<file path="src/rtl/rom_loader_pkg.sv">
// Shared types and default constants for the ROM loader.
package rom_loader_pkg;

    typedef enum logic [1:0] {
        StIdle,
        StFetch,
        StWrite,
        StFinish
    } state_e;

    localparam int unsigned RomCapacityDefault = 4096;
    localparam int unsigned AckTimeoutDefault  = 64;
    localparam int unsigned LastAddrWidth      = 12;

endpackage

</file>
<file path="src/rtl/rom_loader_if.sv">
// Wishbone write-only backdoor bus between the ROM loader (master) and the ROM (slave).
interface rom_loader_if;

    logic [31:0] wb_addr_o;
    logic [31:0] wb_data_o;
    logic        wb_cyc_o;
    logic        wb_strobe_o;
    logic        wb_we_o;
    logic        wb_ack_i;

    modport master (
        output wb_addr_o, wb_data_o, wb_cyc_o, wb_strobe_o, wb_we_o,
        input  wb_ack_i
    );

    modport slave (
        input  wb_addr_o, wb_data_o, wb_cyc_o, wb_strobe_o, wb_we_o,
        output wb_ack_i
    );

endinterface

</file>
<file path="src/rtl/rom_loader.sv">
// Streams program bytes into a ROM over a Wishbone backdoor while holding the CPU in reset.
// Define ROM_LOADER_CHECKSUM_EN to add a mod-256 checksum output of acked bytes.
module rom_loader
    import rom_loader_pkg::*;
#(
    parameter int unsigned ROM_CAPACITY = RomCapacityDefault,
    parameter int unsigned ACK_TIMEOUT  = AckTimeoutDefault
) (
    input  logic                     clock,
    input  logic                     reset,
    input  logic                     start,
    input  logic [LastAddrWidth-1:0] last_addr,
    input  logic [7:0]               in_data,
    input  logic                     in_valid,
    output logic                     in_ready,
    rom_loader_if.master             wb,
    output logic                     busy,
    output logic                     done,
    output logic                     error,
    output logic                     cpu_hold
`ifdef ROM_LOADER_CHECKSUM_EN
    ,
    output logic [7:0]               checksum
`endif
);

    localparam int unsigned TmoW = (ACK_TIMEOUT > 2) ? $clog2(ACK_TIMEOUT) : 1;
    // Count runs on the full last_addr width; only the bus address wraps to the ROM depth.
    localparam logic [LastAddrWidth-1:0] AddrMask =
        LastAddrWidth'((1 << $clog2(ROM_CAPACITY)) - 1);

    state_e                   state_q, state_d;
    logic [LastAddrWidth-1:0] addr_q, addr_d;
    logic [LastAddrWidth-1:0] last_q, last_d;
    logic [7:0]               data_q, data_d;
    logic [TmoW-1:0]          tmo_q, tmo_d;
    logic                     error_q, error_d;

    always_ff @(posedge clock or posedge reset) begin
        if (reset) begin
            state_q <= StIdle;
            addr_q  <= '0;
            last_q  <= '0;
            data_q  <= '0;
            tmo_q   <= '0;
            error_q <= 1'b0;
        end else begin
            state_q <= state_d;
            addr_q  <= addr_d;
            last_q  <= last_d;
            data_q  <= data_d;
            tmo_q   <= tmo_d;
            error_q <= error_d;
        end
    end

    always_comb begin
        state_d = state_q;
        addr_d  = addr_q;
        last_d  = last_q;
        data_d  = data_q;
        tmo_d   = tmo_q;
        error_d = error_q;
        unique case (state_q)
            StIdle: begin
                if (start) begin
                    last_d  = last_addr;
                    addr_d  = '0;
                    error_d = 1'b0;
                    state_d = StFetch;
                end
            end
            StFetch: begin
                if (in_valid) begin
                    data_d  = in_data;
                    tmo_d   = '0;
                    state_d = StWrite;
                end
            end
            StWrite: begin
                if (wb.wb_ack_i) begin
                    if (addr_q == last_q) begin
                        state_d = StFinish;
                    end else begin
                        addr_d  = addr_q + 1'b1;
                        state_d = StFetch;
                    end
                end else begin
                    tmo_d = tmo_q + TmoW'(1);
                    // Counter is about to reach ACK_TIMEOUT-1: abort this edge.
                    if (tmo_q == TmoW'(ACK_TIMEOUT - 2)) begin
                        error_d = 1'b1;
                        state_d = StIdle;
                    end
                end
            end
            StFinish: state_d = StIdle;
            default:  state_d = StIdle;
        endcase
    end

    // Bus controls decode straight from the state register so reset drops them at once.
    assign wb.wb_cyc_o    = (state_q == StWrite);
    assign wb.wb_strobe_o = (state_q == StWrite);
    assign wb.wb_we_o     = (state_q == StWrite);
    assign wb.wb_addr_o   = 32'(addr_q & AddrMask);
    assign wb.wb_data_o   = {24'b0, data_q};

    assign in_ready = (state_q == StFetch);
    assign busy     = (state_q != StIdle);
    assign done     = (state_q == StFinish);
    assign error    = error_q;
    assign cpu_hold = (state_q != StIdle) | error_q;

`ifdef ROM_LOADER_CHECKSUM_EN
    logic [7:0] csum_q;

    always_ff @(posedge clock or posedge reset) begin
        if (reset) begin
            csum_q <= '0;
        end else if (state_q == StIdle && start) begin
            csum_q <= '0;
        end else if (state_q == StWrite && wb.wb_ack_i) begin
            csum_q <= csum_q + data_q;
        end
    end

    assign checksum = csum_q;
`endif

endmodule

</file>
<file path="src/flat_wrapper.sv">
// flat-port wrapper written by rule: the top's interface ports become plain ports
module rom_loader_flat import rom_loader_pkg::*;
#(
    parameter int unsigned ROM_CAPACITY = RomCapacityDefault,
    parameter int unsigned ACK_TIMEOUT  = AckTimeoutDefault
)
  (clock, reset, start, last_addr, in_data, in_valid, in_ready, busy, done, error, cpu_hold, wb_wb_addr_o, wb_wb_data_o, wb_wb_cyc_o, wb_wb_strobe_o, wb_wb_we_o, wb_wb_ack_i);
  rom_loader_if wb_i ();
  input  logic clock;
  input  logic reset;
  input  logic start;
  input  logic [LastAddrWidth-1:0] last_addr;
  input  logic [7:0] in_data;
  input  logic in_valid;
  output logic in_ready;
  output logic busy;
  output logic done;
  output logic error;
  output logic cpu_hold;
  output wire logic [$bits(wb_i.wb_addr_o)-1:0] wb_wb_addr_o;
  output wire logic [$bits(wb_i.wb_data_o)-1:0] wb_wb_data_o;
  output wire logic [$bits(wb_i.wb_cyc_o)-1:0] wb_wb_cyc_o;
  output wire logic [$bits(wb_i.wb_strobe_o)-1:0] wb_wb_strobe_o;
  output wire logic [$bits(wb_i.wb_we_o)-1:0] wb_wb_we_o;
  input wire logic [$bits(wb_i.wb_ack_i)-1:0] wb_wb_ack_i;
  assign wb_wb_addr_o = wb_i.wb_addr_o;
  assign wb_wb_data_o = wb_i.wb_data_o;
  assign wb_wb_cyc_o = wb_i.wb_cyc_o;
  assign wb_wb_strobe_o = wb_i.wb_strobe_o;
  assign wb_wb_we_o = wb_i.wb_we_o;
  assign wb_i.wb_ack_i = wb_wb_ack_i;
  rom_loader #(.ROM_CAPACITY(ROM_CAPACITY), .ACK_TIMEOUT(ACK_TIMEOUT)) u_core (.clock(clock), .reset(reset), .start(start), .last_addr(last_addr), .in_data(in_data), .in_valid(in_valid), .in_ready(in_ready), .wb(wb_i), .busy(busy), .done(done), .error(error), .cpu_hold(cpu_hold));
endmodule
</file>
<file path="config.mk">
export PLATFORM = sky130hd
export DESIGN_NAME = rom_loader_flat
export DESIGN_NICKNAME = d
export VERILOG_FILES = /design/src/rtl/rom_loader_pkg.sv /design/src/rtl/rom_loader_if.sv /design/src/rtl/rom_loader.sv /design/src/flat_wrapper.sv
export SDC_FILE = /design/constraint.sdc
export NUM_CORES = 1
export LEC_CHECK = 0
export BUFFER_PORTS_ARGS = -buffer_cell sky130_fd_sc_hd__buf_2
export CORE_ASPECT_RATIO = 1.5
export CORE_UTILIZATION = 40
export DETAILED_ROUTE_END_ITERATION = 12
export GPL_ROUTABILITY_DRIVEN = 1
export PLACE_DENSITY = 0.68
export SLEW_MARGIN = 0
export SYNTH_ARGS = -nofsm -noshare
export SYNTH_HDL_FRONTEND = slang
export SYNTH_SLANG_ARGS = --single-unit
</file>
<file path="constraint.sdc">
create_clock -name clock -period 3.7 [get_ports clock]
set_clock_uncertainty 0.2 [all_clocks]
set_input_delay 0.74 -clock clock [delete_from_list [all_inputs] [get_ports clock]]
set_output_delay 0.74 -clock clock [all_outputs]
set_load 0.03 [all_outputs]
</file>
; Yosys cells after proc, flatten, opt, wreduce, memory -nomap -nowiden
; Index checks and enable logic that the tools add are counted.
[word_totals]
regBits = 41
out_inout_bits = 72
word_cells = 48
[classes]
muxes = 17
n_eq_ne = 12
add_sub_neg = 2
n_reduce_logical = 10
bitwise = 1
[ops]
columns = op, n
row1 = 2-to-1 mux 12 bit, 3
row2 = case mux 12 bit (2 select lines), 1
row3 = adder 12 x 1 -> 12 bit (second input constant), 1
row4 = == test 12 bit, 1
row5 = 2-to-1 mux 6 bit, 2
row6 = case mux 6 bit (2 select lines), 1
row7 = 2-to-1 mux 2 bit, 5
row8 = != test 2 bit (second input constant), 4
row9 = case mux 2 bit (4 select lines), 1
row10 = AND reduction 4 bit, 2
row11 = adder 6 x 1 -> 6 bit (second input constant), 1
row12 = == test 6 bit (second input constant), 1
row13 = AND reduction 3 bit, 2
row14 = nonzero test 2 bit, 3
row15 = == test 2 bit (second input constant), 2
row16 = != test 2 x 1 -> 1 bit (second input constant), 2
row17 = AND reduction 2 bit, 2
row18 = 2-to-1 mux 1 bit, 3
row19 = != test 3 x 1 -> 1 bit (second input constant), 1
row20 = == test 2 x 1 -> 1 bit (second input constant), 1
row21 = zero test 2 bit, 1
row22 = case mux 1 bit (2 select lines), 1
row23 = OR 1 bit, 1

; Depth between registers and ports, before layout
; Gate-level depths: netlist (run 1).
[logic_depth]
word_depth = 4
depth_mapped = 7

; Least setup slack after synthesis (run 1)
; Ideal clock, no wire load.
[synth_timing]
kind = register to register
startpoint = register u_core.state_q[0]
endpoint = register u_core.data_q[0]
path_slack_ps = 1550
required_time_ps = 3375
synth_period_minus_slack_ps = 2150
n_path_buf = 2
t_arrival_ps = 1825
setup_ps = 125
stages_incl_launch_ff = 6
path_cell_list = dfrtp_1 nor2b_1 and2_1 clkbuf_1 buf_2 mux2_2
[synth_via]
elab_chain_len = 2
[synth_rtl]
columns = item, line
row1 = from (decl), rom_loader.sv:32  ; state_e state_q, state_d;
row2 = from (signal assigned), rom_loader.sv:41  ; state_q <= StIdle;
row3 = from (signal assigned), rom_loader.sv:48  ; state_q <= state_d;
row4 = == test 2 x 1 -> 1 bit, n/a
row5 = named net in_ready, flat_wrapper.sv:15  ; output logic in_ready;
row6 = AND reduction 2 bit (no source line), n/a
row7 = to (signal assigned), rom_loader.sv:51  ; data_q <= data_d;
row8 = to (decl), rom_loader.sv:35  ; logic [7:0] data_q, data_d;
; The timed path passes the listed nets, and every way through them passes these cells.
; A chain may end at the register's enable or synchronous reset.

; Worst setup path after layout (run 1)
[layout_timing]
startpoint = register u_core.state_q[1]
endpoint = output wb_wb_strobe_o
[layout_via]
elab_chain_len = 1
[layout_rtl]
columns = item, line
row1 = == test 2 bit, rom_loader.sv:104  ; assign wb.wb_strobe_o = (state_q == StWrite);
row2 = to (decl), flat_wrapper.sv:23  ; output wire logic [$bits(wb_i.wb_strobe_o)-1:0] wb_wb_strobe_o;
; No other way between the ends.

==> impl_summary.md, run 1 <==
Worst setup path
The critical path is of the flop to output pin type. In this run the critical register-to-register path is captured at u_core.addr_q[8]$_DFFE_PP0P_. The reg-to-reg startpoint is u_core.state_q[1]$_DFFE_PP0P_. Data on the critical path is required at its endpoint by between 2 and 3 ns. The type of origin of the critical path is a flop. The flop-to-flop setup slack is about 1.2 ns.

STA classifies the critical path endpoint as an output pin. The timing startpoint of the critical path is u_core.state_q[1]$_DFFE_PP0P_. The data arrival time of the critical path is between 1.5 and 2 ns.

The depth of the most critical reg-to-reg path is 5. The worst-path maximum fanout is 13.

Route
The iteration count of the initial detailed-routing pass is 4. The DRC marker count from the first detailed-route iteration is 50. For this run, design rule violations remaining after detail routing come to 0. The residual antenna-violating net count after detailed routing is 0. Dividing the detail-routed via count by the number of cells gives approximately 4.8.

Dividing the detail-routed wire length by the instance count gives around 13 um. The total wire length after detailed routing is 4.64 mm. Detailed routing inserted a total of 1,691 vias.

Global route
The wire length of the first global-routing pass is 7.73 mm. Entering global routing, the biggest net connects 23 pins. The initial antenna violation count is 0. The number of global-route vias before repair is 1,627. The total routing usage reported by global routing is 0.156. The total overflow reported by the global router is 0.

Finish
The finished cells cover approximately 0.0027 mm2. From synthesis to final layout, the design area changed by 11.0%. The share of final-layout standard cells stronger than drive strength 1 is 0.335. The final net count is 308. The fill cell total of the finished layout is ~570.

The number of antenna diodes is 0.

Timing
The number of pins with negative max-slew slack in the final report is 0. Setup violations remaining at the end of the flow were counted as 0. Counting I/O delays and the setup requirement, the final critical path takes 2.71 ns. The final number of hold-violating endpoints is 0. The setup TNS after final layout is 0 ns. Setup repair after global routing left no endpoint under its margin. Static timing analysis puts the maximum clock frequency at ~370 MHz. The transition time at the pin with the least slew margin is 0.816 ns. The final critical-path share of the clock period is 0.732.

The worst slew slack as a fraction of its limit is 0.455.

Clock tree
No sink is reached through more buffers than the 2 on the longest clock path. The clock-pin transition on the worst setup and hold timing paths is approximately 0.08 ns. The clock sink count is a little over 40.

The later-pin clock latency in the skew report is 0.29 ns. Gates resized during post-CTS repair numbered 0. Clock tree synthesis selected as its root buffer the cell clkbuf_8. The number of buffers inserted during clock tree synthesis is 5. Buffers added to address setup during post-CTS repair amount to 0. The hold-fix buffer count after cts is 0. The maximum level of the CTS H-tree is 2. The clock tree from TritonCTS is built.

Logic synthesis
Of the synthesized area, sequential elements account for 0.423. After synthesis the cells add up to about 0.0024 mm2. The largest area contributor in the netlist is dfrtp_1. The synthesized area divided by synthesized cell count is about 11 um2. The number of distinct standard cells referenced by the synthesized netlist is 33.

The number of enable flip-flop cells after synthesis is 0. The fraction of synthesized cell area taken by the top area cell type is 0.423. The cell count after synthesis came out at ~230. For this run, the leading register cell type out of synthesis is dfrtp_1.

For this run, asynchronously set or reset flops after synthesis account for 1.00. Ranked by total cell area, the synthesized netlist is headed by dfrtp_1 (42%), buf_4 (14%), mux2_2 (7.9%), xor2_1 (5.4%), a31oi_2 (4.1%). During synthesis, Yosys emitted a total of 0 warnings. The register bit total from synthesis is 41.

Placed design
The sum of net half-perimeters after detailed placement is approximately 3.5 mm. The count of input and output buffers is between 50 and 60. The post-detailed-placement cell area is around 0.0026 mm2. The routability congestion estimate from global placement is between 0.8 and 0.9.

Hold path
Counting instances, the worst hold path has a depth of 1. In this run the most critical hold path is launched from u_core.data_q[5]$_DFFE_PP0P_. The worst hold path endpoint is u_core.data_q[5]$_DFFE_PP0P_. The class of the worst hold path is flop to flop.

Pwr
Across the VDD grid, the largest voltage drop is about 0.47 mV. Of the total power, the share spent switching nets is 0.417. Of the total power, registers draw 0.374. Of the total power, the clock network draws 0.202. The overall power of the completed layout is 1.87 mW. The power density relative to cell area is between 600 and 700 mW/mm2. The static leakage is between 1 and 1.5 nW.

The internal power is about 1.1 mW. The power dissipated by switching net loads is approximately 0.78 mW. The share of power burned in combinational logic is 0.424.

Status
The run finished with clean final reports.

Die
The number of placed I/O pins is 97. The floorplan step defined a die boundary enclosing ~0.0064 mm2. For this configuration, the core starts out at a cell density of 0.416. The die extent in x is between 60 and 70 um. The total area inside the core boundary comes to about 0.0058 mm2. The vertical extent of the die is ~97 um.

After floorplanning, the core was divided into 34 placement rows.

Run
The count of maximum capacitance violations is 0.
layout by cell type (no fill, tap or decap):
cell | synthesis | routed
buf_2 | 3 | 52
conb_1 | 1 | 44
dfrtp_1 | 41 | 41
mux2_2 | 17 | 17
xor2_1 | 15 | 15
nand2_1 | 14 | 14
nor2_1 | 10 | 10
a21oi_1 | 8 | 8
a31oi_2 | 8 | 8
o21ai_0 | 7 | 7
inv_1 | 6 | 6
and3_1 | 6 | 6
clkbuf_8 | 0 | 6
nand3_1 | 5 | 5
and2_1 | 4 | 4
nand2b_1 | 4 | 4
nand4_1 | 3 | 3
nor4_4 | 3 | 3
a31oi_1 | 3 | 3
mux2_1 | 3 | 3
ha_1 | 3 | 3
or2_2 | 2 | 2
nor2b_1 | 2 | 2
o21ai_1 | 2 | 2
or3_1 | 2 | 2
a41oi_1 | 2 | 2
buf_4 | 46 | 2
a211o_1 | 1 | 1
and2b_1 | 1 | 1
a31oi_4 | 1 | 1
or2_4 | 1 | 1
mux2i_1 | 1 | 1
bufinv_16 | 0 | 1
clkinvlp_4 | 0 | 1
kinds of logic (layout without fill, tap and decap cells):
| logic type | Yosys count | in the layout | synth area share |
|---|---|---|---|
| flops | 41 | 41 | 0.423 |
| buf+inv | 58 | 68 | 0.166 |
| fa+ha+maj | 3 | 3 | 0.0155 |
| mux | 21 | 21 | 0.0970 |
| xor+xnor | 15 | 15 | 0.0542 |
| compound gates | 32 | 32 | 0.104 |
| other cells | 1 | 44 | 0.00155 |
| simple gates | 57 | 57 | 0.140 |
routing by layer:
| layer | vias to the layer above | GRT usage | part of all wire |
|---|---|---|---|
| li1 | 786 | - | - |
| met1 | 818 | 0.202 | 0.41 |
| met2 | 80 | 0.255 | 0.52 |
| met3 | 7 | 0.0329 | 0.051 |
| met4 | 0 | 0.0502 | 0.014 |
| met5 | - | 0 | 0 |
cell usage after synthesis, types with 3 or more instances:
master	count
nand3_1	5
buf_2	3
mux2_2	17
nand4_1	3
nand2b_1	4
mux2_1	3
and2_1	4
nor2_1	10
and3_1	6
dfrtp_1	41
buf_4	46
nand2_1	14
xor2_1	15
o21ai_0	7
a31oi_2	8
a31oi_1	3
ha_1	3
nor4_4	3
a21oi_1	8
inv_1	6
cell type report:
type / instances / area, um2 / area share
Clock buffer: 6 / 82.6 / 0.0307
Multi-Input combinational cell: 172 / 1160 / 0.431
Sequential cell: 41 / 1030 / 0.381
Clock inverter: 2 / 37.5 / 0.0139
Inverter: 6 / 22.5 / 0.00836
Tap cell: 72 / 90.1 / 0.0334
Timing Repair Buffer: 54 / 275 / 0.102
worst max-delay path by stage:
stage	endpoint	slack (ns)	depth (start not counted)
floorplan	u_core.data_q[0]$_DFFE_PP0P_	1.55	5
global placement	u_core.addr_q[6]$_DFFE_PP0P_	1.23	5
detailed placement	u_core.addr_q[3]$_DFFE_PP0P_	1.17	5
CTS	wb_wb_strobe_o	0.97	2
global route	wb_wb_strobe_o	0.84	2
finish	wb_wb_strobe_o	0.99	2
sequential cells by signal, indices dropped and copies added, names as in the netlist:
signal and flops:
u_core.addr_q 12, u_core.last_q 12, u_core.data_q 8, u_core.tmo_q 6, u_core.state_q 2, u_core.error 1
power by group through the flow:
stage | logic (mW) | clock network (mW) | registers [mW]
6_report | 0.793 | 0.377 | 0.698
3_3_place_gp | 0.786 | 0 | 0.703
2_1_floorplan | 0.605 | 0 | 0.775
5_1_grt | 0.861 | 0.401 | 0.720
3_5_place_dp | 0.800 | 0 | 0.710
4_1_cts | 0.802 | 0.386 | 0.701
critical path, cell delays in order, from the launching register on:
cell     delay (ns)
dfrtp_1        0.60
nor2b_1        0.57
buf_2          0.31
metrics by stage:
stage,cells,worst slack [ns],util,hold WS (ns)
floorplan,271,1.55,-,0.278
global placement,345,1.23,0.442,0.286
detailed placement,345,1.17,0.442,0.291
CTS,353,0.968,0.462,0.310
global route,353,0.840,0.462,0.334
finish,353,0.992,0.462,0.306
(Power assumes the default switching activity.)
==> inputs of run 2 (changes only) <==
--- a/config.mk
+++ b/config.mk
@@ -5,12 +5,13 @@
 export SDC_FILE = /design/constraint.sdc
 export NUM_CORES = 1
 export LEC_CHECK = 0
+export ABC_AREA = 1
 export BUFFER_PORTS_ARGS = -buffer_cell sky130_fd_sc_hd__buf_2
 export CORE_ASPECT_RATIO = 1.5
 export CORE_UTILIZATION = 40
 export DETAILED_ROUTE_END_ITERATION = 12
 export GPL_ROUTABILITY_DRIVEN = 1
-export PLACE_DENSITY = 0.68
+export PLACE_DENSITY = 0.67
 export SLEW_MARGIN = 0
 export SYNTH_ARGS = -nofsm -noshare
 export SYNTH_HDL_FRONTEND = slang
==> constraint.sdc (replaced) <==
create_clock -name clock -period 2.5 [get_ports clock]
set_clock_uncertainty 0.2 [all_clocks]
set_input_delay 0.5 -clock clock [delete_from_list [all_inputs] [get_ports clock]]
set_output_delay 0.5 -clock clock [all_outputs]
set_load 0.03 [all_outputs]
==> run 2 against run 1 <==
  * Area after synthesis rose by 5.5%
  * Hold slack got worse by 0.18 ns
  * Total power rose by 49%
  * Register-to-register slack got worse by 0.60 ns
  * Die area rose by 5.3%
  * Clock power rose by 46%
  * Synthesized cell count rose by 57%
  * Combinational power rose by 54%
  * Critical path type unchanged
  * Largest cell class unchanged
==> impl_summary.md, run 2 <==
Route
The DRC marker count from the first detailed-route iteration was 44 (-12%). The total number of vias is 2,182 (+29%). The detailed-route wire length per cell was 10.8 um (-18%). The residual antenna-violating net count after detailed routing is 0 (unchanged). The via count normalized by instance count is 4.50 (-6.1%).

The remaining routing DRC violations is 0 (unchanged). The iteration count of the initial detailed-routing pass was 4 (unchanged). The total wire length after detailed routing was 5.26 mm (+13%).

Timing
Setup repair after global routing left no endpoint under its margin. The number of pins with negative max-slew slack in the final report is 0 (unchanged). The number of endpoints failing setup at the final stage is 0 (unchanged).

The transition time at the pin with the least slew margin is 0.526 ns (-0.290 ns). The achievable clock frequency is around 470 MHz. In the finished design, the share of the clock period the worst path needs comes to 0.845. The worst hold slack is 0.124 ns (-0.182 ns). The final worst setup slack is 0.387 ns (-0.605 ns).

The final number of hold-violating endpoints came to 0 (unchanged). The setup TNS after final layout is 0 ns (unchanged). The shortest period the worst path allows is 2.11 ns. The worst slew slack as a fraction of its limit is 0.649 (+0.194).

Clock tree
The setup fix buffers added after clock tree synthesis is 0 (unchanged). TritonCTS built the clock tree. The later-pin clock latency in the skew report is 0.29 ns (about the same). The maximum level of the CTS H-tree is 2 (unchanged).

The post-cts sizing count is 0 (unchanged). The library cell used as clock root buffer is clkbuf_8. The clock sink count was 41 (unchanged). The clock-pin transition on the worst setup and hold timing paths came to 0.08 ns (about the same). The hold-fix buffer count after cts was 0 (unchanged). The number of buffers between clock root and the deepest sink is 2 (unchanged). The number of buffers inserted during clock tree synthesis is 5 (unchanged).

Die
The floorplan die area is 0.00673 mm2 (+5.3%). The cell row count is 35 (+2.9%). The vertical extent of the die is 100 um (+2.6%). The number of placed I/O pins is 97 (unchanged). The die extent in x is 67.3 um (+2.6%).

The area of the core is 0.00617 mm2 (+5.9%). The starting utilization of the core area is 0.414 (-0.00189).

Logic synthesis
The number of distinct standard cells referenced by the synthesized netlist came to 28 (-15%). The area share of and/or/nand/nor cells after synthesis is 0.309 (+0.169). By area, the combinational part of the netlist is dominated by simple AND/OR/NAND/NOR gates. The largest area contributor in the netlist is dfrtp_1. After synthesis, the most frequently instantiated cells are nand2_1 (126), buf_4 (47), dfrtp_1 (41). The cell count after synthesis was 358 (+57%). The fraction of synthesized cell area taken by the top area cell type is 0.401 (-0.0219). The primary flip-flop cell chosen by synthesis mapping is dfrtp_1.

The count of synthesis-stage warnings from yosys is 0 (unchanged). The adder-cell area share of the yosys netlist came to 0.0147 (-0.000802). The register bit total from synthesis is 41 (unchanged).

The share of cell area taken by muxes after synthesis is 0 (-0.0970). The post-synth design cell area is 0.00256 mm2 (+5.5%). The synthesized-area fraction occupied by ao, oa, aoi and oai cells is 0.0435 (-0.0601). Yosys instantiated no cell more often than nand2_1. In the post-synthesis netlist, the biggest area contributors are dfrtp_1 (40%), nand2_1 (18%), buf_4 (14%), inv_1 (4.8%), nor2_1 (4.5%).

The share of flip-flops with an asynchronous set or reset after synthesis is 1.00 (unchanged). The proportion of synthesized chip area in sequential cells is 0.401 (-0.0219). The parity-gate share of the synthesized area counting xor and xnor cells is 0.0205 (-0.0336). The synthesized area divided by synthesized cell count is 7.15 um2 (-33%). The number of enable flip-flop cells after synthesis is 0 (unchanged).

Finish
The number of antenna diodes was 0 (unchanged). The utilization after layout is 0.458 (-0.00426). The fill cell total of the finished layout is 635 (+11%).

The combined flip-flop and latch cell area came to 0.00103 mm2 (unchanged). The share of final-layout standard cells stronger than drive strength 1 is 0.190 (-0.145). The combined area of the multi-input logic cells is 0.00116 mm2 (-0.32%). Leaving out fill and tap cells, the most frequent cell in the layout is nand2_1. The final net count came to 438 (+42%).

The largest registers in the layout are u_core.addr_q x12, u_core.last_q x12, u_core.data_q x8. The area growth from synthesis to layout is 10.5%. In the layout the commonest cells are nand2_1 (126), buf_2 (52), conb_1 (44).

Global route
The wire length of the first global-routing pass is 8.68 mm (+12%). The initial antenna violation count is 0 (unchanged). The number of global-route vias before repair is 1,959 (+20%). The total routing usage reported by global routing is 0.171 (+0.0150). The total overflow reported by the global router is 0 (unchanged).

The maximum number of pins on one net before global-route repair came to 42 (+83%).

Placed design
The routability congestion estimate from global placement is 0.838 (about the same). The count of input and output buffers is 52 (unchanged). The sum of net half-perimeters after detailed placement is 4.04 mm (+15%).

The worst setup timing slack at the placement stage is 0.558 ns (-0.609 ns).

Worst setup path
The worst setup path is launched from a flop. The data arrival time of the critical path is 1.41 ns (-0.36 ns). The worst-path maximum fanout is 4 (-9). The depth of the most critical reg-to-reg path was 10 (+5). The worst endpoint required time is 1.80 ns (-0.96 ns). The kind of end point of the critical path is an output pin.

The critical path in this run is classified as flop to output pin.

Run
The count of maximum capacitance violations was 0 (unchanged).

Status
The flow ran to the end, and the final reports show no timing, DRC or antenna violations.

Pwr
The power density relative to cell area was 984 mW/mm2 (+42%). The worst voltage drop across the vdd grid was 0.498 mV (+6.1%). The static leakage was 1.64 nW (+20%).

Hold path
The class of the worst hold path is input port to asynchronous set/reset pin.
## run 2: changes by cell type in the layout (fill, tap and decap cells not counted), sizes merged, moves of 6 or more
cell	before	now
xor2	15	2
mux2	20	0
inv	6	40
nand3	5	20
nand2	14	129
nor2	10	35
and3	6	0
a31oi	12	1
## run 2: critical path, cell delays in order, from the launching register on
cell and delay (ns):
dfrtp_1 0.44, nor2_1 0.19, inv_2 0.06, or2_2 0.26, buf_2 0.18
## run 2: report_power, final
group,switching [mW],total [mW],internal [mW]
combinational,0.867,1.22,0.350
sequential,0.153,1.02,0.862
clock,0.225,0.551,0.326
## run 2: worst paths after layout
check | end | from | slack [ns]
worst max-delay path | cpu_hold | u_core.state_q[0]$_DFFE_PP0P_ | 0.39
min in group clock | u_core.data_q[0]$_DFFE_PP0P_ | in_data[0] | 0.20
max in group asynchronous | u_core.last_q[5]$_DFFE_PP0P_ | reset | 1.61
worst min-delay path | u_core.data_q[6]$_DFFE_PP0P_ | reset | 0.12
worst max register to register | u_core.addr_q[5]$_DFFE_PP0P_ | u_core.addr_q[10]$_DFFE_PP0P_ | 0.55
worst min register to register | u_core.data_q[0]$_DFFE_PP0P_ | u_core.data_q[0]$_DFFE_PP0P_ | 0.28
## run 2: per-stage QoR
| step | cells | instance area (um2) | power [mW] |
|---|---|---|---|
| after floorplan | 401 | 2720 | 2.04 |
| after global placement | 477 | 2710 | 2.24 |
| after detailed placement | 477 | 2710 | 2.26 |
| after CTS | 485 | 2830 | 2.82 |
| after global routing | 485 | 2830 | 2.99 |
| final | 485 | 2830 | 2.78 |
## run 2: logic make-up after synthesis
family,Yosys count
other cells,1
compound gates,21
flops,41
simple gates,192
buf+inv,94
fa+ha+maj,3
xor+xnor,6
## run 2: cell type report
type,instances,share of cell area
Multi-Input combinational cell,266,0.409
Sequential cell,41,0.363
Timing Repair Buffer,55,0.100
Inverter,41,0.0544
Tap cell,74,0.0327
Clock buffer,7,0.0305
Clock inverter,1,0.0106
## run 2: layer usage
layer | up-vias | GRT usage | share of wire
met5 | - | 0 | 0
met4 | 0 | 0.0655 | 0.025
met3 | 12 | 0.0409 | 0.059
met2 | 85 | 0.302 | 0.53
met1 | 984 | 0.191 | 0.39
li1 | 1101 | - | -
